<file path="src/rtl/cla_pkg.sv">
// cla_pkg: shared constants, types and stage/level mapping for the pipelined Kogge-Stone adder
package cla_pkg;
    localparam int WIDTH = 16;
    localparam int PREFIX_LEVELS = $clog2(WIDTH);
    localparam int LATENCY = 2 + (PREFIX_LEVELS + 1) / 2;
    typedef struct packed {
        logic [WIDTH-1:0] g;
        logic [WIDTH-1:0] p;
    } gp_t;
    typedef logic [WIDTH:0] sum_t;
    function automatic int stage_level(input int k);
        return (2 * k - 1 < PREFIX_LEVELS) ? 2 * k - 1 : PREFIX_LEVELS - 1;
    endfunction
endpackage

</file>
<file path="src/rtl/cla_prefix_cell.sv">
// cla_prefix_cell: Kogge-Stone black cell (g_hi, p_hi, g_lo, p_lo -> g_out = g_hi | p_hi & g_lo, p_out = p_hi & p_lo)
module cla_prefix_cell (
    input  logic g_hi,
    input  logic p_hi,
    input  logic g_lo,
    input  logic p_lo,
    output logic g_out,
    output logic p_out
);
    assign g_out = g_hi | (p_hi & g_lo);
    assign p_out = p_hi & p_lo;
endmodule

</file>
<file path="src/rtl/cla_pipelined_16.sv">
// cla_pipelined_16: 4-stage Kogge-Stone adder, ports clk, rst (async high), a, b -> out = a + b (WIDTH+1 bits, registered); `CLA_VALID_EN adds in_valid -> out_valid
module cla_pipelined_16
    import cla_pkg::*;
(
    input  logic             clk,
    input  logic             rst,
    input  logic [WIDTH-1:0] a,
    input  logic [WIDTH-1:0] b,
`ifdef CLA_VALID_EN
    input  logic             in_valid,
    output logic             out_valid,
`endif
    output logic [WIDTH:0]   out
);
    localparam int STG = (PREFIX_LEVELS + 1) / 2;
    gp_t gp0;
    sum_t sum;
    logic [STG:0][WIDTH-1:0] rg;
    logic [STG-1:0][WIDTH-1:0] rp;
    logic [STG:1][WIDTH-1:0] rporig;
    logic [PREFIX_LEVELS-1:0][WIDTH-1:0] gi, pi, go, po;
    logic unused_p;
    assign gp0 = '{g: a & b, p: a ^ b};
    genvar l, i;
    generate
        for (l = 0; l < PREFIX_LEVELS; l++) begin : g_lvl
            if (l % 2 == 0) begin : g_reg_in
                assign gi[l] = rg[l/2];
                assign pi[l] = rp[l/2];
            end else begin : g_comb_in
                assign gi[l] = go[l-1];
                assign pi[l] = po[l-1];
            end
            for (i = 0; i < WIDTH; i++) begin : g_bit
                if (i < (1 << l)) begin : g_pass
                    assign go[l][i] = gi[l][i];
                    assign po[l][i] = pi[l][i];
                end else begin : g_cell
                    cla_prefix_cell u_cell (
                        .g_hi (gi[l][i]),
                        .p_hi (pi[l][i]),
                        .g_lo (gi[l][i-(1<<l)]),
                        .p_lo (pi[l][i-(1<<l)]),
                        .g_out(go[l][i]),
                        .p_out(po[l][i])
                    );
                end
            end
        end
    endgenerate
    assign unused_p = ^po[PREFIX_LEVELS-1];
    assign sum = {rg[STG][WIDTH-1], rporig[STG] ^ {rg[STG][WIDTH-2:0], 1'b0}};
    always_ff @(posedge clk or posedge rst) begin
        if (rst) begin
            rg     <= '0;
            rp     <= '0;
            rporig <= '0;
            out    <= '0;
        end else begin
            rg[0] <= gp0.g;
            rp[0] <= gp0.p;
            for (int k = 1; k <= STG; k++) rg[k] <= go[stage_level(k)];
            for (int k = 1; k < STG; k++) rp[k] <= po[stage_level(k)];
            rporig[1] <= rp[0];
            for (int k = 2; k <= STG; k++) rporig[k] <= rporig[k-1];
            out <= sum;
        end
    end
`ifdef CLA_VALID_EN
    logic [LATENCY-1:0] vsr;
    always_ff @(posedge clk or posedge rst) begin
        if (rst) vsr <= '0;
        else vsr <= {vsr[LATENCY-2:0], in_valid};
    end
    assign out_valid = vsr[LATENCY-1];
`endif
endmodule

</file>
<file path="config.mk">
export PLATFORM = sky130hd
export DESIGN_NAME = cla_pipelined_16
export DESIGN_NICKNAME = d
export VERILOG_FILES = /design/src/rtl/cla_pkg.sv /design/src/rtl/cla_prefix_cell.sv /design/src/rtl/cla_pipelined_16.sv
export SDC_FILE = /design/constraint.sdc
export NUM_CORES = 1
export LEC_CHECK = 0
export CAP_MARGIN = 20
export CORE_UTILIZATION = 60
export CTS_CLUSTER_SIZE = 10
export DETAILED_ROUTE_END_ITERATION = 12
export DONT_BUFFER_PORTS = 1
export GPL_TIMING_DRIVEN = 1
export HOLD_SLACK_MARGIN = 0.15
export PLACE_DENSITY = 0.76
export SLEW_MARGIN = 0
export SYNTH_ARGS = -nofsm -noshare
export SYNTH_HDL_FRONTEND = slang
export SYNTH_SLANG_ARGS = --single-unit
</file>
<file path="constraint.sdc">
create_clock -name clk -period 5.8 [get_ports clk]
set_input_delay 0.87 -clock clk [delete_from_list [all_inputs] [get_ports clk]]
set_output_delay 0.87 -clock clk [all_outputs]
set_load 0.005 [all_outputs]
</file>
==> results of run 1 <==
==> where the power goes <==
group	switching [W]	leakage, nW	total (W)	internal [W]
combinational	0.0000521	0.411	0.0000834	0.0000313
sequential	0.0000537	1.52	0.00102	0.000966
clock	0.000367	0.283	0.00106	0.000697
total	0.000473	2.21	0.00217	0.00169
==> cell families after synthesis <==
family | Yosys count | share of synthesized area, %
buffers and inverters | 2 | 0.1951
AO/OA/AOI/OAI | 44 | 6.890
XOR/XNOR | 15 | 3.413
flip-flops | 125 | 81.25
adder cells (fa/ha/maj) | 16 | 5.200
AND/OR/NAND/NOR | 31 | 3.055
==> cell usage after synthesis <==
cell and n:
sky130_fd_sc_hd__a21oi_1 15, sky130_fd_sc_hd__a31o_1 4, sky130_fd_sc_hd__ha_1 16, sky130_fd_sc_hd__a21o_1 12, sky130_fd_sc_hd__xor2_1 15, sky130_fd_sc_hd__nand2_1 18, sky130_fd_sc_hd__nand3_1 1, sky130_fd_sc_hd__dfrtp_1 125
sky130_fd_sc_hd__nor2_1 12, sky130_fd_sc_hd__inv_1 2, sky130_fd_sc_hd__o21ai_1 13
==> through the flow <==
| stage | setup slack, ns | util [%] | instances | area (sq um) | hold slack [ns] |
|---|---|---|---|---|---|
| detailed placement | 3.672 | 65.24 | 309 | 3954 | 0.3347 |
| CTS | 3.996 | 75.33 | 341 | 4566 | 0.3488 |
| global route | 3.994 | 75.33 | 341 | 4566 | 0.3501 |
| finish | 4.027 | 75.33 | 341 | 4566 | 0.3469 |
| global placement | 3.696 | 65.24 | 309 | 3954 | 0.3317 |
| floorplan | 1.602 | - | 233 | 3850 | 0.3312 |
==> layout by cell type, fill, tap and decap left out, types with 4 or more instances in the layout <==
| master | synthesis | layout |
|---|---|---|
| sky130_fd_sc_hd__dfrtp_1 | 125 | 125 |
| sky130_fd_sc_hd__nand2_1 | 18 | 18 |
| sky130_fd_sc_hd__ha_1 | 16 | 16 |
| sky130_fd_sc_hd__clkbuf_16 | 0 | 16 |
| sky130_fd_sc_hd__a21oi_1 | 15 | 15 |
| sky130_fd_sc_hd__xor2_1 | 15 | 15 |
| sky130_fd_sc_hd__o21ai_1 | 13 | 13 |
| sky130_fd_sc_hd__nor2_1 | 12 | 12 |
| sky130_fd_sc_hd__a21o_1 | 12 | 12 |
| sky130_fd_sc_hd__clkinvlp_4 | 0 | 5 |
| sky130_fd_sc_hd__a31o_1 | 4 | 4 |
| sky130_fd_sc_hd__bufinv_16 | 0 | 4 |
==> registers in the layout, indices dropped and copies added, names as in the netlist <==
| register | flops |
|---|---|
| out | 17 |
| gi | 32 |
| rporig | 31 |
| pi | 29 |
| rg | 16 |
==> worst paths after layout <==
kind                       startpoint    endpoint  slack, ns  depth (start not counted)
setup / recovery              out[12]     out[12]       4.03                          0
hold / removal                 pi[32]  rporig[16]       0.35                          0
setup reg to reg               gi[35]      rg[47]       4.81                          2
hold reg to reg                pi[32]  rporig[16]       0.35                          0
max in group asynchronous         rst  rporig[17]       4.27                          2
min in group asynchronous         rst  rporig[22]       0.43                          1
==> layer usage <==
layer  vias up  GRT usage [%]  wire, um
li1        823              -         -
met4         0          8.421        48
met1       949          26.40      2569
met5         -              0         0
met3         7          8.242       302
met2        70          32.89      2978
==> cell type report <==
cell class                 count  area (sq um)  area share [%]
clock buffer                  18         417.9           9.153
tap                           75         93.84           2.055
multi-input combinational    106         714.4           15.65
inverter                       2         10.01          0.2192
timing repair buffer           1         7.507          0.1644
clock inverter                14         193.9           4.248
sequential                   125          3128           68.51
==> results.md, run 1 <==
- The count of buffers added on input and output ports is 0.
- The setup-violating endpoint count in the final report is 0.
- Timing would allow up to 0.5639 GHz.
- When the netlist entered floorplanning its net count stood at 283.
- The fraction of synthesized cell area taken by the top area cell type is 81.25%.
- Routability-driven placement finished with a final weighted congestion of 0.8387.
- The clock tree from TritonCTS is built.
- Wires add up to 5898 um.
- The maximum root-to-sink buffer count is 2.
- The vertical extent of the die is 82.11 um.
- Dividing the detail-routed via count by the number of cells gives 5.422.
- The number of top-level design ports is 51.
- The layout overhead on the synthesized area is 18.59%.
- The starting density of the core is 63.52%.
- The sequential cell area fraction in the yosys report is 81.25%.
- In the final design database the tool counted 303 nets.
- The number of buffers created by CTS is 17.
- Hold repair after CTS inserted 0 buffers.
- The final clock period utilization by the worst path is 30.58%.
- The largest area contributor in the netlist is sky130_fd_sc_hd__dfrtp_1.
- The flow ran to the end, and the final reports show no timing, DRC or antenna violations.
- In this run the standard cell core region covers 6061 sq um.
- Of all nets on the critical path, the largest fanout is 1.
- The later pin in the worst-skew pair is clocked with a latency of 0.51 ns.
- The total overflow left after global routing is 0.
- The number of antenna diodes in the final layout is 0.
- At the pin with the least slew margin, the transition time is 0.8883 ns.
- The max-slew violation count is 0.
- Dividing the detail-routed wire length by the instance count gives 17.30 um.
- The overall power consumption is 0.002167 W.
- After synthesis the netlist holds a flip-flop and latch count of 125.
- The largest voltage drop on the vdd net is 0.0003605 V.
- The setup path with the least slack is of type reg -> out.
- The analysis attributes to cell leakage a power of 2.213 nW.
- The hold violation count in the final report is 0.
- The cell count after synthesis is 233.
- The total of cells resized after clock tree synthesis is 0.
- In this run the cell area of the synthesized design comes to 3850 sq um.
- CTS saw 125 sinks.
- Entering global routing, the biggest net connects 78 pins.
- After clock tree synthesis, the clock-pin slew on the worst setup and hold paths is 0.06 ns.
- Synthesis instantiated 11 different standard cells from the library.
- Before antenna repair, the detailed router went through 4 iterations.
- The number of nets with antenna violations after detailed routing is 0.
- The count of warnings emitted by yosys is 0.
- The endpoint arrival time on the critical path is 0.90 ns.
- Sorting the synthesized cells by area gives the leading types as sky130_fd_sc_hd__dfrtp_1, sky130_fd_sc_hd__ha_1, sky130_fd_sc_hd__xor2_1.
- The power density over cell area is 474.7 nW/um^2.
- The min-delay analysis places its worst path in the category reg -> reg.
- The startpoint type of the worst setup path is a register.
- The H-tree generated during clock tree synthesis spans 4 levels.
- The clock tree root buffer cell is sky130_fd_sc_hd__clkbuf_8.
- The floorplan has 28 rows.
- The setup TNS after final layout is 0 ns.
- STA classifies the critical path endpoint as an output pin.
- Setup repair after global routing left no endpoint under its margin.
- The filler cells instantiated in the layout total 329.
- The endpoint required time on the critical path is 4.93 ns.
- The post-route netlist has 12.41% of its cells at a drive strength greater than 1.
- The number of antenna violations at the first check in global routing is 0.
- The number of max-capacitance violations reported is 0.
- The detailed-route DRC error count is 0.
- The time the worst path needs with I/O delays and setup is 1.773 ns.
- The relative slew slack is 40.78%.
- The worst clock skew on the final layout is 0.005862 ns.
- From left edge to right edge, the die measures 82.11 um.
- The routed via count is 1849.
- The half-perimeter wire length after placement is 3324 um.
- The violation count after the first detailed-route iteration is 135.
- The overall fraction of global-route tracks in use is 20.96%.
- The floorplan die area is 6741 sq um.
- The global-route wire length before repair is 9335 um.
- The via count of the first global-routing pass was 1880.
- A synthesized cell averages 16.52 sq um.
- Once the clock tree was built, the setup fixing pass inserted 0 buffers.
Power figures use the tool's default switching activity.
==> run 2: changes to the inputs <==
- clock period: 5.8 -> 1.81 ns (I/O delays scaled with it)
==> results.md, run 2 (synthesized netlist as in run 1, its figures left out) <==
- The starting density of the core is 63.52% (unchanged).
- The detailed-route DRC error count is 0 (unchanged).
- Setup repair after global routing left no endpoint under its margin.
- Among all stages on the critical path, the largest delay is contributed by sky130_fd_sc_hd__dlygate4sd3_1.
- The final weighted congestion in routability-driven placement came to 0.7913 (-5.7%).
- The violation count after the first detailed-route iteration is 140 (+3.7%).
- The via count of the first global-routing pass is 2346 (+25%).
- The average vias per placed instance is 5.481 (+1.1%).
- The max-slew violation count is 0 (unchanged).
- The relative slew slack is 74.39% (+34 points).
- The floorplan core area came to 6061 sq um (unchanged).
- The critical path ends at pi[1].
- The number of buffers created by CTS is 17 (unchanged).
- The run finished with clean final reports.
- The number of nets with antenna violations after detailed routing came to 0 (unchanged).
- The leakage power is 2.415 nW (+9.1%).
- The clock tree from TritonCTS is built.
- The reg-to-reg setup timing slack is 0.68 ns (-4.13 ns).
- The library cell used most frequently in the layout, excluding fill and tap cells, is sky130_fd_sc_hd__dfrtp_1.
- The standard-cell row count was 28 (unchanged).
- The cell count along the critical path is 3 (+3).
- Static timing analysis puts the maximum clock frequency at 0.7394 GHz.
- The number of nets in the layout came to 353 (+17%).
- The number of clock sinks seen by CTS is 125 (unchanged).
- The number of fillers in the final layout came to 244 (-26%).
- The total of cells resized after clock tree synthesis was 0 (unchanged).
- The fraction of layout cells with a size suffix above 1 was 9.554% (-2.9 points).
- The post-CTS clock slew at the launch and capture registers of the worst setup and hold paths is 0.06 ns (about the same).
- The detailed-route wire length is 8140 um (+38%).
- From synthesis to final layout, the design area changed by 30.48%.
- The half-perimeter wire length after placement is 3590 um (+8.0%).
- Tracing the worst setup path back leads to its startpoint at a[1].
- The worst reg-to-reg path cell count is 2 (unchanged).
- The number of max-capacitance violations reported was 0 (unchanged).
- The floorplan die area is 6741 sq um (unchanged).
- The number of top-level design ports is 51 (unchanged).
- Grouping stages by cell kind, the critical path spends the most delay in buffers and inverters.
- The smallest setup slack after layout is 0.4575 ns (-3.569 ns).
- The wire length per cell was 20.93 um (+21%).
- The vertical extent of the die is 82.11 um (unchanged).
- The library cells used most frequently in the layout, excluding fill and tap cells, are sky130_fd_sc_hd__dfrtp_1, sky130_fd_sc_hd__dlygate4sd3_1, sky130_fd_sc_hd__nand2_1.
- The critical path buffer and inverter count is 2.
- STA classifies the critical path endpoint as a register.
- The total grt overflow was 0 (unchanged).
- The largest voltage drop on the vdd net was 0.001008 V (+180%).
- The utilization of the core after routing was 82.89% (+7.6 points).
- The maximum number of pins on one net before global-route repair was 69 (-12%).
- The worst flop-to-flop path endpoint is gi[40].
- The path class of the tightest hold or removal check is in -> async.
- The setup-violating endpoint count in the final report is 0 (unchanged).
- The count of hold-fix buffers inserted at cts is 49 (+49).
- The hold violation count in the final report is 0 (unchanged).
- The total setup buffers inserted after CTS is 0 (unchanged).
- The clock tree root buffer cell is sky130_fd_sc_hd__clkbuf_8.
- The power density over cell area came to 1357 nW/um^2 (+190%).
- The start of the worst register-to-register path is pi[6].
- Dividing the final minimum period by the clock period gives 74.72%.
- The number of flip-flops under the largest register name is 32 (unchanged).
- The first-pass iteration count of the detailed router is 4 (unchanged).
- The number of levels the H-tree was split into is 4 (unchanged).
- The top fanout value on the critical path is 1 (unchanged).
- The die span in x is 82.11 um (unchanged).
- The maximum single-stage delay on the critical path is 0.58 ns.
- The maximum root-to-sink buffer count is 2 (unchanged).
- The worst clock skew on the final layout came to 0.01721 ns (+0.01134 ns).
- The global-route wire length before repair came to 13080 um (+40%).
- The clock insertion delay at the later pin of the skew report is 0.51 ns (about the same).
- The routed via count was 2132 (+15%).
- The endpoint required time on the critical path is 2.20 ns (-2.73 ns).
- The endpoint arrival time on the critical path is 1.74 ns (+0.84 ns).
- The transition time at the pin with the least slew margin is 0.3834 ns (-0.5050 ns).
- The time the worst path needs with I/O delays and setup is 1.353 ns.
- Walking the worst path, the cells encountered are dlygate4sd3_1 > ha_1 > dlygate4sd3_1.
- The number of inserted diodes was 0 (unchanged).
- The category of the critical setup timing path is in -> reg.
- The worst slack at placement is 0.8649 ns (-2.807 ns).
- The startpoint type of the worst setup path is an input port.
- The port buffer count is 0 (unchanged).
- The overall fraction of global-route tracks in use is 29.41% (+8.4 points).
- By instance count, the cell type seen most on the critical path is sky130_fd_sc_hd__dlygate4sd3_1.
- The number of antenna violations at the first check in global routing is 0 (unchanged).
run 2: how the worst min path moves through the flow:
stage,startpoint,endpoint,slack (ns)
5_1_grt,rst,out[16],0.27
6_report,rst,out[12],0.24
3_5_place_dp,rst,out[3],0.16
2_1_floorplan,rporig[16],out[0],0.33
4_1_cts,rst,out[3],0.24
3_3_place_gp,rst,out[3],0.15
run 2: cell type report:
cell class	instances	area (sq um)	share of cell area (%)
multi-input cells	106	714.4	14.22
well taps	75	93.84	1.868
clock inverters	8	92.59	1.843
repair buffers	51	530.5	10.56
flip-flops and latches	125	3128	62.27
inverters	2	11.26	0.2242
clock buffers	22	452.9	9.016
run 2: per-layer routing:
layer | vias to the layer above | global-route usage [%] | part of all wire, %
met5 | - | 0 | 0
met4 | 0 | 12.98 | 1.8
met3 | 14 | 9.011 | 5.7
met2 | 107 | 46.53 | 52
met1 | 1093 | 37.88 | 40
li1 | 918 | - | -
run 2: report_power, final:
group | internal (W) | total, W | switching (W) | leakage (nW)
Sequential | 0.00310 | 0.00327 | 0.000177 | 1.52
Combinational | 0.000203 | 0.000423 | 0.000219 | 0.625
Clock | 0.00200 | 0.00312 | 0.00112 | 0.270
Total | 0.00530 | 0.00682 | 0.00152 | 2.41
run 2: metrics by stage:
stage	setup TNS [ns]	power (W)	cell area [sq um]	instances	hold slack, ns
final	0	0.006818	5024	389	0.2413
after global routing	0	0.007079	5024	389	0.2656
after CTS	0	0.006782	5024	389	0.2374
after detailed placement	0	0.003578	3988	310	0.1592
after global placement	0	0.003555	3988	310	0.1538
after floorplan	-0.09820	0.003457	3854	233	0.3312
